--- config.mk ---
export PLATFORM = sky130hd
export DESIGN_NAME = obstacle_generator_flat
export DESIGN_NICKNAME = d
export VERILOG_FILES = /design/src/rtl/flab_pkg.sv /design/src/rtl/obstacle_generator_if.sv /design/src/rtl/lfsr16.sv /design/src/rtl/obstacle_generator.sv /design/src/flat_wrapper.sv
export SDC_FILE = /design/constraint.sdc
export NUM_CORES = 1
export LEC_CHECK = 0
export BUFFER_PORTS_ARGS = -buffer_cell sky130_fd_sc_hd__clkbuf_2
export CORE_ASPECT_RATIO = 1.25
export CORE_UTILIZATION = 30
export DETAILED_ROUTE_END_ITERATION = 8
export PLACE_DENSITY_LB_ADDON = 0.25
export SYNTH_ARGS = -nofsm -noshare
export SYNTH_HDL_FRONTEND = slang
export SYNTH_SLANG_ARGS = --single-unit
--- constraint.sdc ---
create_clock -name clk -period 3.7 [get_ports clk]
set_input_delay 0.555 -clock clk [delete_from_list [all_inputs] [get_ports clk]]
set_output_delay 0.555 -clock clk [all_outputs]
set_load 0.03 [all_outputs]
--- src/rtl/flab_pkg.sv ---
// flab_pkg: shared geometry, state and column types for the obstacle generator
package flab_pkg;
  localparam int ROWS = 24;
  localparam int GAP_H = 6;
  localparam int MARGIN = 2;
  localparam int MAX_TRIES = 8;
  localparam int TRY_W = $clog2(MAX_TRIES + 1);
  localparam logic [4:0] GAP_MIN = 5'(MARGIN);
  localparam logic [4:0] GAP_MAX = 5'(ROWS - GAP_H - MARGIN);
  localparam logic [4:0] GAP_FALLBACK = 5'((ROWS - GAP_H) / 2);
  localparam logic [15:0] LFSR_MASK = 16'hB400;
  typedef enum logic [1:0] {G_IDLE, G_DRAW, G_BUILD, G_COMMIT} gen_state_t;
  typedef logic [ROWS-1:0] column_t;
  typedef column_t [1:0] pair_t;
endpackage

--- src/rtl/obstacle_generator_if.sv ---
// obstacle_generator_if: request/pattern link between the scroller and the generator
interface obstacle_generator_if;
  import flab_pkg::*;
  logic req_slot1;
  logic req_slot0;
  pair_t obst1;
  pair_t obst0;
  logic valid1;
  logic valid0;
  logic busy;
  logic [4:0] gap_pos1;
  logic [4:0] gap_pos0;
  modport master (
    output req_slot1, req_slot0,
    input obst1, obst0, valid1, valid0, busy, gap_pos1, gap_pos0
  );
  modport slave (
    input req_slot1, req_slot0,
    output obst1, obst0, valid1, valid0, busy, gap_pos1, gap_pos0
  );
endinterface

--- src/rtl/lfsr16.sv ---
// lfsr16: free-running 16-bit Galois LFSR, a zero seed is replaced by 1
module lfsr16
  import flab_pkg::*;
#(
  parameter logic [15:0] SEED = 16'hACE1
) (
  input  logic        clk,
  input  logic        reset,
  output logic [15:0] state
);
  localparam logic [15:0] INIT = (SEED == 16'h0000) ? 16'h0001 : SEED;
  logic [15:0] state_q, state_d;
  // shift right, folding the feedback taps in when a one drops out
  always_comb state_d = state_q[0] ? (state_q >> 1) ^ LFSR_MASK : state_q >> 1;
  // state register, advances every cycle out of reset
  always_ff @(posedge clk or posedge reset)
    if (reset) state_q <= INIT;
    else state_q <= state_d;
  assign state = state_q;
endmodule

--- src/rtl/obstacle_generator.sv ---
// obstacle_generator: draws gapped wall column pairs for two scroller slots on request
module obstacle_generator
  import flab_pkg::*;
#(
  parameter logic [15:0] SEED = 16'hACE1
) (
  input logic clk,
  input logic reset,
  obstacle_generator_if.slave bus
);
  if (ROWS - GAP_H - MARGIN > 31) begin : g_geom_check
    $error("gap window does not fit a 5-bit gap position");
  end
  logic [15:0] lfsr;
  logic unused_lfsr;
  logic [4:0] cand;
  logic cand_ok, edge1, edge0, commit1, commit0;
  column_t mask;
  gen_state_t state_q, state_d;
  logic tgt_q, tgt_d;
  logic [TRY_W-1:0] tries_q, tries_d;
  logic [4:0] gap_q, gap_d;
  column_t col_q, col_d;
  logic req1_q, req1_d, req0_q, req0_d;
  logic pend1_q, pend1_d, pend0_q, pend0_d;
  pair_t obst1_q, obst1_d, obst0_q, obst0_d;
  logic valid1_q, valid1_d, valid0_q, valid0_d;
  logic [4:0] gp1_q, gp1_d, gp0_q, gp0_d;
  logic busy_q, busy_d;
  lfsr16 #(.SEED(SEED)) u_lfsr (.clk(clk), .reset(reset), .state(lfsr));
  assign unused_lfsr = ^lfsr[15:5];
  // request edges, draw/build sequencing and the atomic slot commit
  always_comb begin
    cand = lfsr[4:0];
    cand_ok = cand >= GAP_MIN && cand <= GAP_MAX;
    edge1 = bus.req_slot1 & ~req1_q;
    edge0 = bus.req_slot0 & ~req0_q;
    commit1 = state_q == G_COMMIT && tgt_q;
    commit0 = state_q == G_COMMIT && !tgt_q;
    mask = '0;
    for (int r = 0; r < ROWS; r++)
      mask[r] = !(r >= int'(gap_q) && r < int'(gap_q) + GAP_H);
    state_d = state_q;
    tgt_d = tgt_q;
    tries_d = tries_q;
    gap_d = gap_q;
    col_d = col_q;
    case (state_q)
      G_IDLE: begin
        state_d = pend1_q || pend0_q ? G_DRAW : G_IDLE;
        tgt_d = pend1_q;
      end
      G_DRAW: begin
        state_d = cand_ok || tries_q == TRY_W'(MAX_TRIES - 1) ? G_BUILD : G_DRAW;
        gap_d = cand_ok ? cand : GAP_FALLBACK;
        tries_d = tries_q + 1'b1;
      end
      G_BUILD: begin
        col_d = mask;
        state_d = G_COMMIT;
      end
      default: begin
        state_d = G_IDLE;
        tries_d = '0;
      end
    endcase
    req1_d = bus.req_slot1;
    req0_d = bus.req_slot0;
    pend1_d = (pend1_q | edge1) & ~commit1;
    pend0_d = (pend0_q | edge0) & ~commit0;
    obst1_d = commit1 ? {col_q, col_q} : obst1_q;
    obst0_d = commit0 ? {col_q, col_q} : obst0_q;
    valid1_d = valid1_q | commit1;
    valid0_d = valid0_q | commit0;
    gp1_d = commit1 ? gap_q : gp1_q;
    gp0_d = commit0 ? gap_q : gp0_q;
    busy_d = state_d != G_IDLE;
  end
  // all state and registered outputs, cleared immediately by reset
  always_ff @(posedge clk or posedge reset)
    if (reset) begin
      state_q <= G_IDLE;
      tgt_q <= 1'b0;
      tries_q <= '0;
      gap_q <= '0;
      col_q <= '0;
      req1_q <= 1'b0;
      req0_q <= 1'b0;
      pend1_q <= 1'b0;
      pend0_q <= 1'b0;
      obst1_q <= '0;
      obst0_q <= '0;
      valid1_q <= 1'b0;
      valid0_q <= 1'b0;
      gp1_q <= '0;
      gp0_q <= '0;
      busy_q <= 1'b0;
    end else begin
      state_q <= state_d;
      tgt_q <= tgt_d;
      tries_q <= tries_d;
      gap_q <= gap_d;
      col_q <= col_d;
      req1_q <= req1_d;
      req0_q <= req0_d;
      pend1_q <= pend1_d;
      pend0_q <= pend0_d;
      obst1_q <= obst1_d;
      obst0_q <= obst0_d;
      valid1_q <= valid1_d;
      valid0_q <= valid0_d;
      gp1_q <= gp1_d;
      gp0_q <= gp0_d;
      busy_q <= busy_d;
    end
  assign bus.obst1 = obst1_q;
  assign bus.obst0 = obst0_q;
  assign bus.valid1 = valid1_q;
  assign bus.valid0 = valid0_q;
  assign bus.gap_pos1 = gp1_q;
  assign bus.gap_pos0 = gp0_q;
  assign bus.busy = busy_q;
endmodule

--- src/flat_wrapper.sv ---
// flat-port wrapper written by rule: the top's interface ports become plain ports
module obstacle_generator_flat import flab_pkg::*;
#(
  parameter logic [15:0] SEED = 16'hACE1
)
  (clk, reset, bus_req_slot1, bus_req_slot0, bus_obst1, bus_obst0, bus_valid1, bus_valid0, bus_busy, bus_gap_pos1, bus_gap_pos0);
  obstacle_generator_if bus_i ();
  input logic clk;
  input logic reset;
  input wire logic [$bits(bus_i.req_slot1)-1:0] bus_req_slot1;
  input wire logic [$bits(bus_i.req_slot0)-1:0] bus_req_slot0;
  output wire logic [$bits(bus_i.obst1)-1:0] bus_obst1;
  output wire logic [$bits(bus_i.obst0)-1:0] bus_obst0;
  output wire logic [$bits(bus_i.valid1)-1:0] bus_valid1;
  output wire logic [$bits(bus_i.valid0)-1:0] bus_valid0;
  output wire logic [$bits(bus_i.busy)-1:0] bus_busy;
  output wire logic [$bits(bus_i.gap_pos1)-1:0] bus_gap_pos1;
  output wire logic [$bits(bus_i.gap_pos0)-1:0] bus_gap_pos0;
  assign bus_i.req_slot1 = bus_req_slot1;
  assign bus_i.req_slot0 = bus_req_slot0;
  assign bus_obst1 = bus_i.obst1;
  assign bus_obst0 = bus_i.obst0;
  assign bus_valid1 = bus_i.valid1;
  assign bus_valid0 = bus_i.valid0;
  assign bus_busy = bus_i.busy;
  assign bus_gap_pos1 = bus_i.gap_pos1;
  assign bus_gap_pos0 = bus_i.gap_pos0;
  obstacle_generator #(.SEED(SEED)) u_core (.clk(clk), .reset(reset), .bus(bus_i));
endmodule
## Word level (Yosys, flattened, before mapping)

Index checks and enable logic that the tools add are counted.

| storage, ports and cells | value |
|---|---|
| logic and storage cells | 149 |
| output and inout bits | 109 |
| input port bits | 4 |
| bits in registers | 117 |

| cells by class | value |
|---|---|
| muxes and demuxes | 6 |
| $lt $le $gt $ge | 50 |
| reduce and logical (&&, ||, !) cells | 57 |
| bitwise operators | 13 |
| $add $sub $neg | 2 |
| equality and inequality tests | 4 |

Operators with widths:

| cell | count |
|---|---|
| $lt A5 B32 Y1 const A | 8 |
| $lt A6 B32 Y1 const A | 8 |
| $lt A4 B32 Y1 const A | 4 |
| $lt A3 B32 Y1 const A | 2 |
| $ge A4 B5 Y1 const A | 8 |
| $ge A5 B5 Y1 const A | 8 |
| $lt A1 B32 Y1 const A | 1 |
| $lt A2 B32 Y1 const A | 1 |
| $logic_and A1 B1 Y1 | 27 |
| $logic_not A1 Y1 | 25 |
| $ge A3 B5 Y1 const A | 4 |
| $mux W16 | 1 |
| $ge A1 B5 Y1 const A | 2 |
| $ge A2 B5 Y1 const A | 2 |
| $pmux W4 S2 | 1 |
| $add A5 B3 Y6 const B | 1 |
| $pmux W2 S3 | 1 |
| $ge A5 B2 Y1 const B | 1 |
| $le A5 B5 Y1 const B | 1 |
| $mux W5 | 1 |
| $add A4 B1 Y4 const B | 1 |
| $and A1 B1 Y1 | 4 |
| $eq A2 B2 Y1 const B | 2 |
| $eq A4 B3 Y1 const B | 1 |
| 10 further kinds | 17 |

## Logic depth before layout (Yosys ltp)

Gate-level depths: netlist of run 1.

| logic depth | value |
|---|---|
| word-level depth | 6 |
| gate-level depth with buffers | 9 |

## By module

A second synthesis of run 1 with hierarchy kept.

| second synthesis, totals | value |
|---|---|
| cell total of the unflattened synthesis | 454 |
| area total of the unflattened synthesis | 5292.6 um^2 |

By module, submodules not included:

| module | instances | seq. area each (um^2) | area each (um^2) | cells each |
|---|---|---|---|---|
| obstacle_generator | 1 | 2527.4 | 4754.6 | 421 |
| lfsr16 | 1 | 410.4 | 538.0 | 33 |

## Least setup slack after synthesis of run 1

OpenSTA, ideal clock, no wires.

| timing | value |
|---|---|
| path type | register to register |
| from | register u_core.gap_q[1] |
| to | register u_core.col_q[22] |
| data arrival time | 2.110 ns |
| setup time | 0.126 ns |
| stages on the path, launching flop included | 9 |
| buffers on the path | 2 |
| clock period less this slack | 2.236 ns |
| required time | 3.574 ns |
| path slack | 1.464 ns |
| path through | dfrtp_1 > buf_4 > inv_1 > ha_1 > buf_2 > or3b_1 > a21oi_1 > o21ai_0 > o32a_1 |

| on the way | value |
|---|---|
| cells in the longest elaborated chain, start to end | 4 |
| elaborated cells on any way between the ends | 5 |

RTL lines:

| what | RTL line | text |
|---|---|---|
| from (decl) | obstacle_generator.sv:22 | `logic [4:0] gap_q, gap_d;` |
| from (signal assigned) | obstacle_generator.sv:102 | `gap_q <= gap_d;` |
| $add A5 B3 Y6 | obstacle_generator.sv:42 | `mask[r] = !(r >= int'(gap_q) && r < int'(gap_q) + GAP_H);` |
| $lt A6 B32 Y1 | obstacle_generator.sv:42 |  |
| $logic_and A1 B1 Y1 (*) | obstacle_generator.sv:42 |  |
| $logic_not A1 Y1 (*) | obstacle_generator.sv:42 |  |
| to (signal assigned) | obstacle_generator.sv:103 | `col_q <= col_d;` |
| to (decl) | obstacle_generator.sv:23 | `column_t col_q, col_d;` |

Every way passes the cells marked *; elsewhere a longest branch is shown, timed or not.
A chain may end at the register's enable or synchronous reset.

## Final worst setup path of run 1

Ends and elaborated chain as after synthesis.

==> qor.csv, run 1 <==
metric;value;unit
yosysSeqAreaShare;0.571;
relSlewSlack;0.354;
async_flop_share;1.00;
crit_path_start_kind;register;
drv_cap;0;
critical_path_peak_fanout;19;
grt_use_total;0.135;
ys.flop_type;dfrtp_1;
initial_core_util;0.307;
synth_edf_count;0;
clock_latency;0.41;ns
rsz0062_at_grt;no;
ios;113;
fin_nets;514;
setup_tns;0;ns
die_x;119;µm
path_cells;inv_1, ha_1, clkinv_1, a21oi_1, o21ai_0, o32a_1;
post_cts_resized;0;
p_leak;3.05;nW
nFillCells;1671;
antenna_found_initial;0;
clockBufferDepth;2;
max_freq;0.357;GHz
cts-root-buf;clkbuf_16;
synth_xor_area_frac;0.00511;
drv_slew;0;
clkTransAtPathRegs;0.05;ns
avgSynthCellArea;11.7;µm²
cp_slowest_cell;ha_1;
ys_seq_elements;117;
yosysMostFrequentCell;dfrtp_1;
fp-row-count;53;
cts_tree;yes;
synth_nets;451;
netlist_instances;440;
dp_hpwl;7.67;mm
synth_top_cells_by_count;dfrtp_1, mux2_2, buf_4;
end_kind;register;
drtIter0Drc;124;
routed_via_density;4.62;
synth_fa_ha_area_frac;0.0170;
dieHeight;148;µm
status;complete, no violations;
synthSimpleGateAreaFrac;0.0841;
synth.area.mux_share;0.118;
regArea;0.00294;mm²
gp_congestion;0.839;
routedWlPerCell;15.6;µm
grt_max_degree;68;
multi_input_area;0.00172;mm²
synthTopCellsByArea;dfrtp_1, mux2_2, buf_4;
cp_data_arrival_time;3.09;ns
whs_path_depth;1;
clock_skew;0.00509;ns
crit_type;reg -> reg;
firstDrtPassIters;4;
ir_worst_vdd;0.285;mV
die-area;0.0177;mm²
portBuffers;112;
final_layout_size_suffix_gt1_frac;0.409;
hold_path.class;in -> reg;
whs;0.268;ns
period_minus_slack;2.80;ns
area_delta_synth_final;19.9;%
insertedDiodeCount;0;
cts_sinks;117;
drc_errors;0;
critPathMaxStageDelay;0.66;ns
yosysWarnings;0;
grt_pass1_vias;3283;
tightest_slew;0.969;ns
finalHoldViolCount;0;
holdBufCountCts;0;
grt.overflow.total;0;
r2r_slack;0.90;ns
synth_top_family_by_area;multiplexers;
ant_nets;0;
fp.coreArea;0.0168;mm²
grt_pass1_wl;18.0;mm
htreeDepth;4;
num_vias;3399;
synth-compound-area-share;0.109;
required;3.99;ns
r2r_cells;6;
setup_viol;0;
yosysTopAreaCell;dfrtp_1;
fin_crit_sh;0.758;
synth_area;0.00515;mm²
ys_types;48;
cts_buffers;17;
cts_setup_buffers;0;
drt_wl_total;11.5;mm
yosys.area.top_type_share;0.530;
powerDensity;912;mW/mm²
## path summary, 6_finish.rpt
path / end / from
max: u_core.col_q[22] / u_core.gap_q[1]
min: u_core.req0_q / bus_req_slot0
max reg2reg: u_core.col_q[22] / u_core.gap_q[1]
min reg2reg: u_core.u_lfsr.state[6] / u_core.u_lfsr.state[7]
max in group asynchronous: u_core.u_lfsr.state[5] / reset
min in group asynchronous: u_core.bus.obst1[0] / reset
## layout by cell type, fill, tap and decap left out, types with 3 or more instances in the layout
| cell type | n |
|---|---|
| o22ai_1 | 6 |
| nor2_1 | 30 |
| inv_1 | 6 |
| nand2_1 | 29 |
| nand3b_1 | 3 |
| clkbuf_8 | 4 |
| ha_1 | 7 |
| o211ai_1 | 3 |
| nor2b_1 | 4 |
| mux2_2 | 52 |
| dfrtp_1 | 109 |
| nand2b_1 | 12 |
| dfstp_2 | 8 |
| o21ai_0 | 24 |
| a211oi_1 | 3 |
| clkbuf_1 | 3 |
| clkinv_2 | 3 |
| xor2_1 | 3 |
| o21a_1 | 4 |
| a21oi_1 | 18 |
| clkbuf_2 | 112 |
| clkbuf_16 | 17 |
| bufinv_16 | 3 |
| nor3_1 | 6 |
| a31oi_1 | 8 |
## layout make-up
type / count / share of cell area
multi-input cells: 244 / 0.278
repair buffers: 115 / 0.0965
well taps: 220 / 0.0446
inverters: 8 / 0.00527
clock inverters: 8 / 0.0197
flip-flops and latches: 117 / 0.476
clock buffers: 24 / 0.0797
## critical path: cells and delay by family, from the launching register on
kind | cells | cell delay [ns]
buffers and inverters | 2 | 0.79
adders and majority gates | 1 | 0.66
AOI/OAI and AO/OA | 3 | 0.66
DFF | 1 | 0.57
## registers in the layout, summed over array words and instances (netlist names)
| register | cells |
|---|---|
| u_core.col_q | 24 |
| u_core.tgt_q | 1 |
| u_core.tries_q | 4 |
| u_core.req1_q | 1 |
| u_core.bus.gap_pos0 | 5 |
| u_core.state_q | 2 |
| u_core.bus.valid0 | 1 |
| u_core.bus.busy | 1 |
| u_core.pend0_q | 1 |
| u_core.bus.gap_pos1 | 5 |
| u_core.pend1_q | 1 |
| u_core.req0_q | 1 |
| u_core.bus.obst0 | 24 |
| u_core.u_lfsr.state | 16 |
| u_core.gap_q | 5 |
| u_core.bus.valid1 | 1 |
| u_core.bus.obst1 | 24 |
## power breakdown
| group | internal [W] | total, W | switching [W] |
|---|---|---|---|
| Sequential | 0.00169 | 0.00202 | 0.000329 |
| Combinational | 0.000618 | 0.00192 | 0.00130 |
| Clock | 0.00113 | 0.00169 | 0.000561 |
## kinds of logic after synthesis
logic type               after synthesis
adder cells (fa/ha/maj)                7
flip-flops                           117
XOR/XNOR                               3
AND/OR/NAND/NOR                       92
AO/OA/AOI/OAI                         88
buffers and inverters                 79
multiplexers                          54
## per-stage QoR
step | instances | util | power (W) | instance area, µm² | worst slack, ns
2_1_floorplan | 440 | - | 0.00375 | 5150 | 0.0575
3_3_place_gp | 704 | 0.331 | 0.00396 | 5560 | 1.05
3_5_place_dp | 704 | 0.331 | 0.00399 | 5560 | 0.987
4_1_cts | 736 | 0.368 | 0.00573 | 6170 | 0.979
5_1_grt | 736 | 0.368 | 0.00594 | 6170 | 0.755
6_report | 736 | 0.368 | 0.00563 | 6170 | 0.896
## per-layer routing
metal,up-vias,wire length [µm],track usage
li1,1606,-,-
met1,1685,5130,0.169
met2,89,5720,0.220
met3,19,455,0.0387
met4,0,188,0.0513
met5,-,0,0
No activity file was read; power rests on OpenSTA's default activity.
==> inputs of run 2 (changes only) <==
==> constraint.sdc (replaced) <==
create_clock -name clk -period 2.6 [get_ports clk]
set_input_delay 0.39 -clock clk [delete_from_list [all_inputs] [get_ports clk]]
set_output_delay 0.39 -clock clk [all_outputs]
set_load 0.03 [all_outputs]
==> qor.csv, run 2 (synthesized netlist as in run 1, its figures left out) <==
metric;value;unit;change
status;complete, no violations;;unchanged
ios;113;;unchanged
dp_cells;710;;was 704
cts_buffers;17;;unchanged
crit_path_start_kind;register;;unchanged
cp_data_arrival_time;2.46;ns;was 3.09 ns
cts_tree;yes;;unchanged
drv_slew;0;;unchanged
setup_viol;0;;unchanged
fin_crit_sh;0.819;;was 0.758
clock_skew;0.00613;ns;was 0.00509 ns
p_seq_frac;0.372;;was 0.358
p_leak;3.03;nW;was 3.05 nW
cts_sinks;117;;unchanged
placedInstanceArea;0.00561;mm²;was 0.00556 mm²
intPower;0.00461;W;was 0.00343 W
num_vias;3415;;was 3399
clock_latency;0.41;ns;about the same
powerDensity;1260;mW/mm²;was 912 mW/mm²
final_cell_mix;clkbuf_2, dfrtp_1, mux2_2;;unchanged
clockBufferDepth;2;;unchanged
post_cts_resized;0;;unchanged
die_x;119;µm;unchanged
cts_setup_buffers;0;;unchanged
initial_core_util;0.307;;unchanged
routed_via_density;4.60;;was 4.62
required;2.93;ns;was 3.99 ns
dieHeight;148;µm;unchanged
clkTransAtPathRegs;0.05;ns;about the same
max_freq;0.470;GHz;was 0.357 GHz
hold_path.class;in -> reg;;unchanged
rsz0062_at_grt;no;;unchanged
drt_wl_total;11.5;mm;about the same
dp_hpwl;7.77;mm;was 7.67 mm
critical_path_peak_fanout;12;;was 19
insertedDiodeCount;0;;unchanged
crit_type;reg -> reg;;unchanged
htreeDepth;4;;unchanged
drc_errors;0;;unchanged
fp-row-count;53;;unchanged
multi_input_area;0.00172;mm²;unchanged
grt_pass1_wl;18.6;mm;was 18.0 mm
setup_tns;0;ns;unchanged
final_layout_size_suffix_gt1_frac;0.406;;was 0.409
grt_pass1_vias;3400;;was 3283
fin_nets;520;;was 514
p_sw_frac;0.400;;was 0.390
antenna_found_initial;0;;unchanged
gp_congestion;0.857;;was 0.839
dp_slack;0.499;ns;was 0.987 ns
routedWlPerCell;15.5;µm;was 15.6 µm
regArea;0.00294;mm²;unchanged
worst_slack;0.471;ns;was 0.896 ns
final_cells;742;;was 736
holdBufCountCts;0;;unchanged
grt_max_degree;118;;was 68
ir_worst_vdd;0.526;mV;was 0.285 mV
clkPwrFrac;0.270;;was 0.300
layout_commonest_cell;clkbuf_2;;unchanged
cts-root-buf;clkbuf_16;;unchanged
grt_use_total;0.139;;was 0.135
finalHoldViolCount;0;;unchanged
drtIter0Drc;95;;was 124
end_kind;register;;unchanged
p_comb_frac;0.358;;was 0.342
firstDrtPassIters;4;;unchanged
relSlewSlack;0.437;;was 0.354
drv_cap;0;;unchanged
area_delta_synth_final;19.1;%;was 19.9%
period_minus_slack;2.13;ns;was 2.80 ns
portBuffers;112;;unchanged
ant_nets;0;;unchanged
tightest_slew;0.835;ns;was 0.969 ns
fp.coreArea;0.0168;mm²;unchanged
nFillCells;1690;;was 1671
stdcell_area;0.00613;mm²;was 0.00617 mm²
switchingPower;0.00308;W;was 0.00220 W
totalPowerFinal;0.00769;W;was 0.00563 W
die-area;0.0177;mm²;unchanged
grt.overflow.total;0;;unchanged
## run 2: cell count changes in the layout (fill, tap and decap cells not counted), sizes merged
| cell | change |
|---|---|
| clkbuf | +2 |
| buf | +6 |
| clkinv | +1 |
| inv | -1 |
| bufinv | -2 |
## run 2: power groups by stage
stage | Clock [W] | Combinational [W] | Sequential, W
floorplan | 0 | 0.00185 | 0.00348
global placement | 0 | 0.00277 | 0.00287
detailed placement | 0 | 0.00279 | 0.00291
CTS | 0.00216 | 0.00279 | 0.00289
global route | 0.00224 | 0.00294 | 0.00297
finish | 0.00208 | 0.00275 | 0.00286
## run 2: layer usage
metal  up-vias  wire (µm)  GRT usage
li1       1616          -          -
met3        18        608     0.0498
met5         -          0          0
met4         0        235     0.0646
met2        95       5660      0.220
met1      1686       4990      0.169
## run 2: final timing paths
| kind | start | to | slack (ns) | cells past startpoint |
|---|---|---|---|---|
| max in group asynchronous | reset | u_core.bus.obst1[6] | 1.99 | 3 |
| hold reg to reg | u_core.u_lfsr.state[9] | u_core.u_lfsr.state[8] | 0.34 | 0 |
| min in group asynchronous | reset | u_core.bus.obst1[8] | 0.15 | 3 |
| hold / removal | bus_req_slot0 | u_core.req0_q | 0.11 | 1 |
| setup / recovery | u_core.gap_q[1] | u_core.col_q[5] | 0.47 | 7 |
| setup reg to reg | u_core.gap_q[1] | u_core.col_q[5] | 0.47 | 7 |
## run 2: cell type report
cell class                 instances  share of cell area
clock buffer                      26              0.0765
tap                              220              0.0449
clock inverter                     6             0.00898
multi-input combinational        244               0.280
sequential                       117               0.479
inverter                           8             0.00551
timing repair buffer             121               0.105
## run 2: worst max-delay path, stage by stage, from the launching register on
cell	delay (ns)
dfrtp_1	0.33
inv_1	0.12
ha_1	0.33
buf_4	0.22
or4b_4	0.50
a21oi_4	0.27
o21ai_1	0.11
a31oi_1	0.17
## run 2: through the flow
stage,util,hold slack [ns]
2_1_floorplan,-,0.331
5_1_grt,0.365,0.0791
6_report,0.365,0.105
3_3_place_gp,0.334,0.339
4_1_cts,0.365,0.0825
3_5_place_dp,0.334,0.337
==> inputs of run 3 (changes only) <==
--- a/config.mk
+++ b/config.mk
@@ -5,6 +5,7 @@
 export SDC_FILE = /design/constraint.sdc
 export NUM_CORES = 1
 export LEC_CHECK = 0
+export ABC_AREA = 1
 export BUFFER_PORTS_ARGS = -buffer_cell sky130_fd_sc_hd__clkbuf_2
 export CORE_ASPECT_RATIO = 1.25
 export CORE_UTILIZATION = 30
==> constraint.sdc (replaced) <==
create_clock -name clk -period 2.1 [get_ports clk]
set_input_delay 0.315 -clock clk [delete_from_list [all_inputs] [get_ports clk]]
set_output_delay 0.315 -clock clk [all_outputs]
set_load 0.03 [all_outputs]
==> qor.csv, run 3 <==
metric;value;unit;change
min_from;bus_req_slot1;;was bus_req_slot0
yosysMostFrequentCell;nand2_1;;was dfrtp_1
synth_area;0.00527;mm²;was 0.00515 mm²
ir_worst_vdd;0.520;mV;was 0.526 mV
yosysTopAreaCell;dfrtp_1;;unchanged
tightest_slew;0.500;ns;was 0.835 ns
initial_core_util;0.311;;was 0.307
num_vias;3996;;was 3415
ys_types;31;;was 48
layout_commonest_cell;nand2_1;;was clkbuf_2
whs_path_depth;1;;unchanged
async_flop_share;1.00;;unchanged
crit_path_start_kind;register;;unchanged
gp_congestion;0.812;;was 0.857
grt.overflow.total;0;;unchanged
fin_crit_sh;0.839;;was 0.819
cts_tree;yes;;unchanged
synth_nets;601;;was 451
fin_nets;681;;was 520
grt_max_degree;54;;was 118
setup_viol;0;;unchanged
die_x;121;µm;was 119 µm
crit_type;reg -> reg;;unchanged
yosysWarnings;0;;unchanged
synthTopCellsByArea;dfrtp_1, nand2_1, buf_4;;was dfrtp_1, mux2_2, buf_4
dp_hpwl;9.48;mm;was 7.77 mm
avgSynthCellArea;8.93;µm²;was 11.7 µm²
ys_seq_elements;117;;unchanged
drtIter0Drc;180;;was 95
critical_path_peak_fanout;9;;was 12
p_leak;3.33;nW;was 3.03 nW
rr_endpoint;u_core.col_q[8];;was u_core.col_q[5]
clock_latency;0.41;ns;about the same
ant_nets;0;;unchanged
clockBufferDepth;2;;unchanged
max_freq;0.568;GHz;was 0.470 GHz
ios;113;;unchanged
powerDensity;1650;mW/mm²;was 1260 mW/mm²
dieHeight;150;µm;was 148 µm
r2r_cells;6;;was 7
antenna_found_initial;0;;unchanged
routed_via_density;4.43;;was 4.60
synth_top_cells_by_count;nand2_1, dfrtp_1, o21ai_0;;was dfrtp_1, mux2_2, buf_4
status;complete, no violations;;unchanged
end_kind;register;;unchanged
cts-root-buf;clkbuf_16;;unchanged
grt_use_total;0.154;;was 0.139
drv_cap;0;;unchanged
clock_skew;0.00812;ns;was 0.00613 ns
rsz0062_at_grt;no;;unchanged
grt_pass1_wl;20.9;mm;was 18.6 mm
ys.flop_type;dfrtp_1;;unchanged
nFillCells;1729;;was 1690
cp_data_arrival_time;2.09;ns;was 2.46 ns
relSlewSlack;0.663;;was 0.437
fp.coreArea;0.0170;mm²;was 0.0168 mm²
die-area;0.0181;mm²;was 0.0177 mm²
final_layout_size_suffix_gt1_frac;0.283;;was 0.406
cts_buffers;17;;unchanged
setup_tns;0;ns;unchanged
required;2.43;ns;was 2.93 ns
yosysSeqAreaShare;0.557;;was 0.571
whs;0.0271;ns;was 0.105 ns
r2r_slack;0.34;ns;was 0.47 ns
htreeDepth;4;;unchanged
portBuffers;112;;unchanged
post_cts_resized;0;;unchanged
area_delta_synth_final;23.0;%;was 19.1%
finalHoldViolCount;0;;unchanged
fp-row-count;53;;unchanged
hold_path.class;in -> reg;;unchanged
clkTransAtPathRegs;0.06;ns;was 0.05 ns
r2r_start;u_core.gap_q[1];;unchanged
yosys.area.top_type_share;0.517;;was 0.530
firstDrtPassIters;5;;was 4
min_to;u_core.req1_q;;was u_core.req0_q
synth_edf_count;0;;unchanged
period_minus_slack;1.76;ns;was 2.13 ns
final_cell_mix;nand2_1, clkbuf_2, dfrtp_1;;was clkbuf_2, dfrtp_1, mux2_2
drc_errors;0;;unchanged
insertedDiodeCount;0;;unchanged
routedWlPerCell;14.2;µm;was 15.5 µm
netlist_instances;590;;was 440
drv_slew;0;;unchanged
grt_pass1_vias;3875;;was 3400
drt_wl_total;12.8;mm;was 11.5 mm
cts_sinks;117;;unchanged
## run 3: cell count changes after synthesis, moves of 12 or more
cell	previous run	this run
nand3_1	1	18
nand2_1	29	121
nand2b_1	12	0
inv_1	7	48
nor2_1	30	67
mux2_2	52	0
o21ai_0	24	71
## run 3: worst max-delay path by stage
stage                         start          endpoint  slack [ns]  cells after the start
global route        u_core.gap_q[1]   u_core.col_q[0]        0.17                     10
floorplan                     reset   u_core.bus.busy        0.36                      1
global placement    u_core.gap_q[1]  u_core.col_q[12]        0.35                      8
CTS                 u_core.gap_q[1]   u_core.col_q[8]        0.34                      6
detailed placement  u_core.gap_q[1]   u_core.col_q[8]        0.37                      6
finish              u_core.gap_q[1]   u_core.col_q[8]        0.34                      6
## run 3: cell families (layout without fill, tap and decap cells)
| logic type | after synthesis | after routing | share of synthesized area |
|---|---|---|---|
| buf+inv | 126 | 219 | 0.130 |
| simple gates | 228 | 228 | 0.182 |
| xor+xnor | 3 | 3 | 0.00499 |
| fa+ha+maj | 7 | 7 | 0.0166 |
| flops | 117 | 117 | 0.557 |
| compound gates | 109 | 109 | 0.108 |
## run 3: cell type report
class                      count  area, µm²  area share
timing repair buffer         129        741       0.114
inverter                      58        223      0.0344
multi-input combinational    347       1650       0.254
tap                          220        275      0.0425
clock inverter                12        201      0.0311
clock buffer                  20        457      0.0705
sequential                   117       2940       0.453
## run 3: metal layers
metal  track usage  vias up  wire length [µm]
li1              -     1986                 -
met1         0.184     1901              5540
met2         0.264       98              6660
met3        0.0383       11               416
met4        0.0611        0               190
met5             0        -                 0
## run 3: timing repair
item                                   CTS  global route
setup buffers                            0             0
endpoints found under the hold margin    9             0
hold buffers                             1             0
## run 3: report_power, final
part	switching (W)	internal, W
Combinational	0.00285	0.00106
Clock	0.00101	0.00217
Sequential	0.000547	0.00304
Total	0.00441	0.00627
## run 3: through the flow
| stage | cells | utilization | power (W) | setup WS, ns | cell area, µm² |
|---|---|---|---|---|---|
| final | 903 | 0.382 | 0.0107 | 0.338 | 6480 |
| after global placement | 870 | 0.342 | 0.00755 | 0.346 | 5810 |
| after global routing | 903 | 0.382 | 0.0114 | 0.166 | 6480 |
| after CTS | 903 | 0.382 | 0.0109 | 0.339 | 6480 |
| after floorplan | 590 | - | 0.00687 | 0.364 | 5280 |
| after detailed placement | 870 | 0.342 | 0.00761 | 0.368 | 5810 |
## run 3: worst max-delay path, stage by stage (launching register included)
cell      delay [ns]
dfrtp_1         0.34
inv_1           0.11
ha_1            0.36
clkinv_1        0.26
o21ai_0         0.33
nand4_1         0.13
a21oi_1         0.15
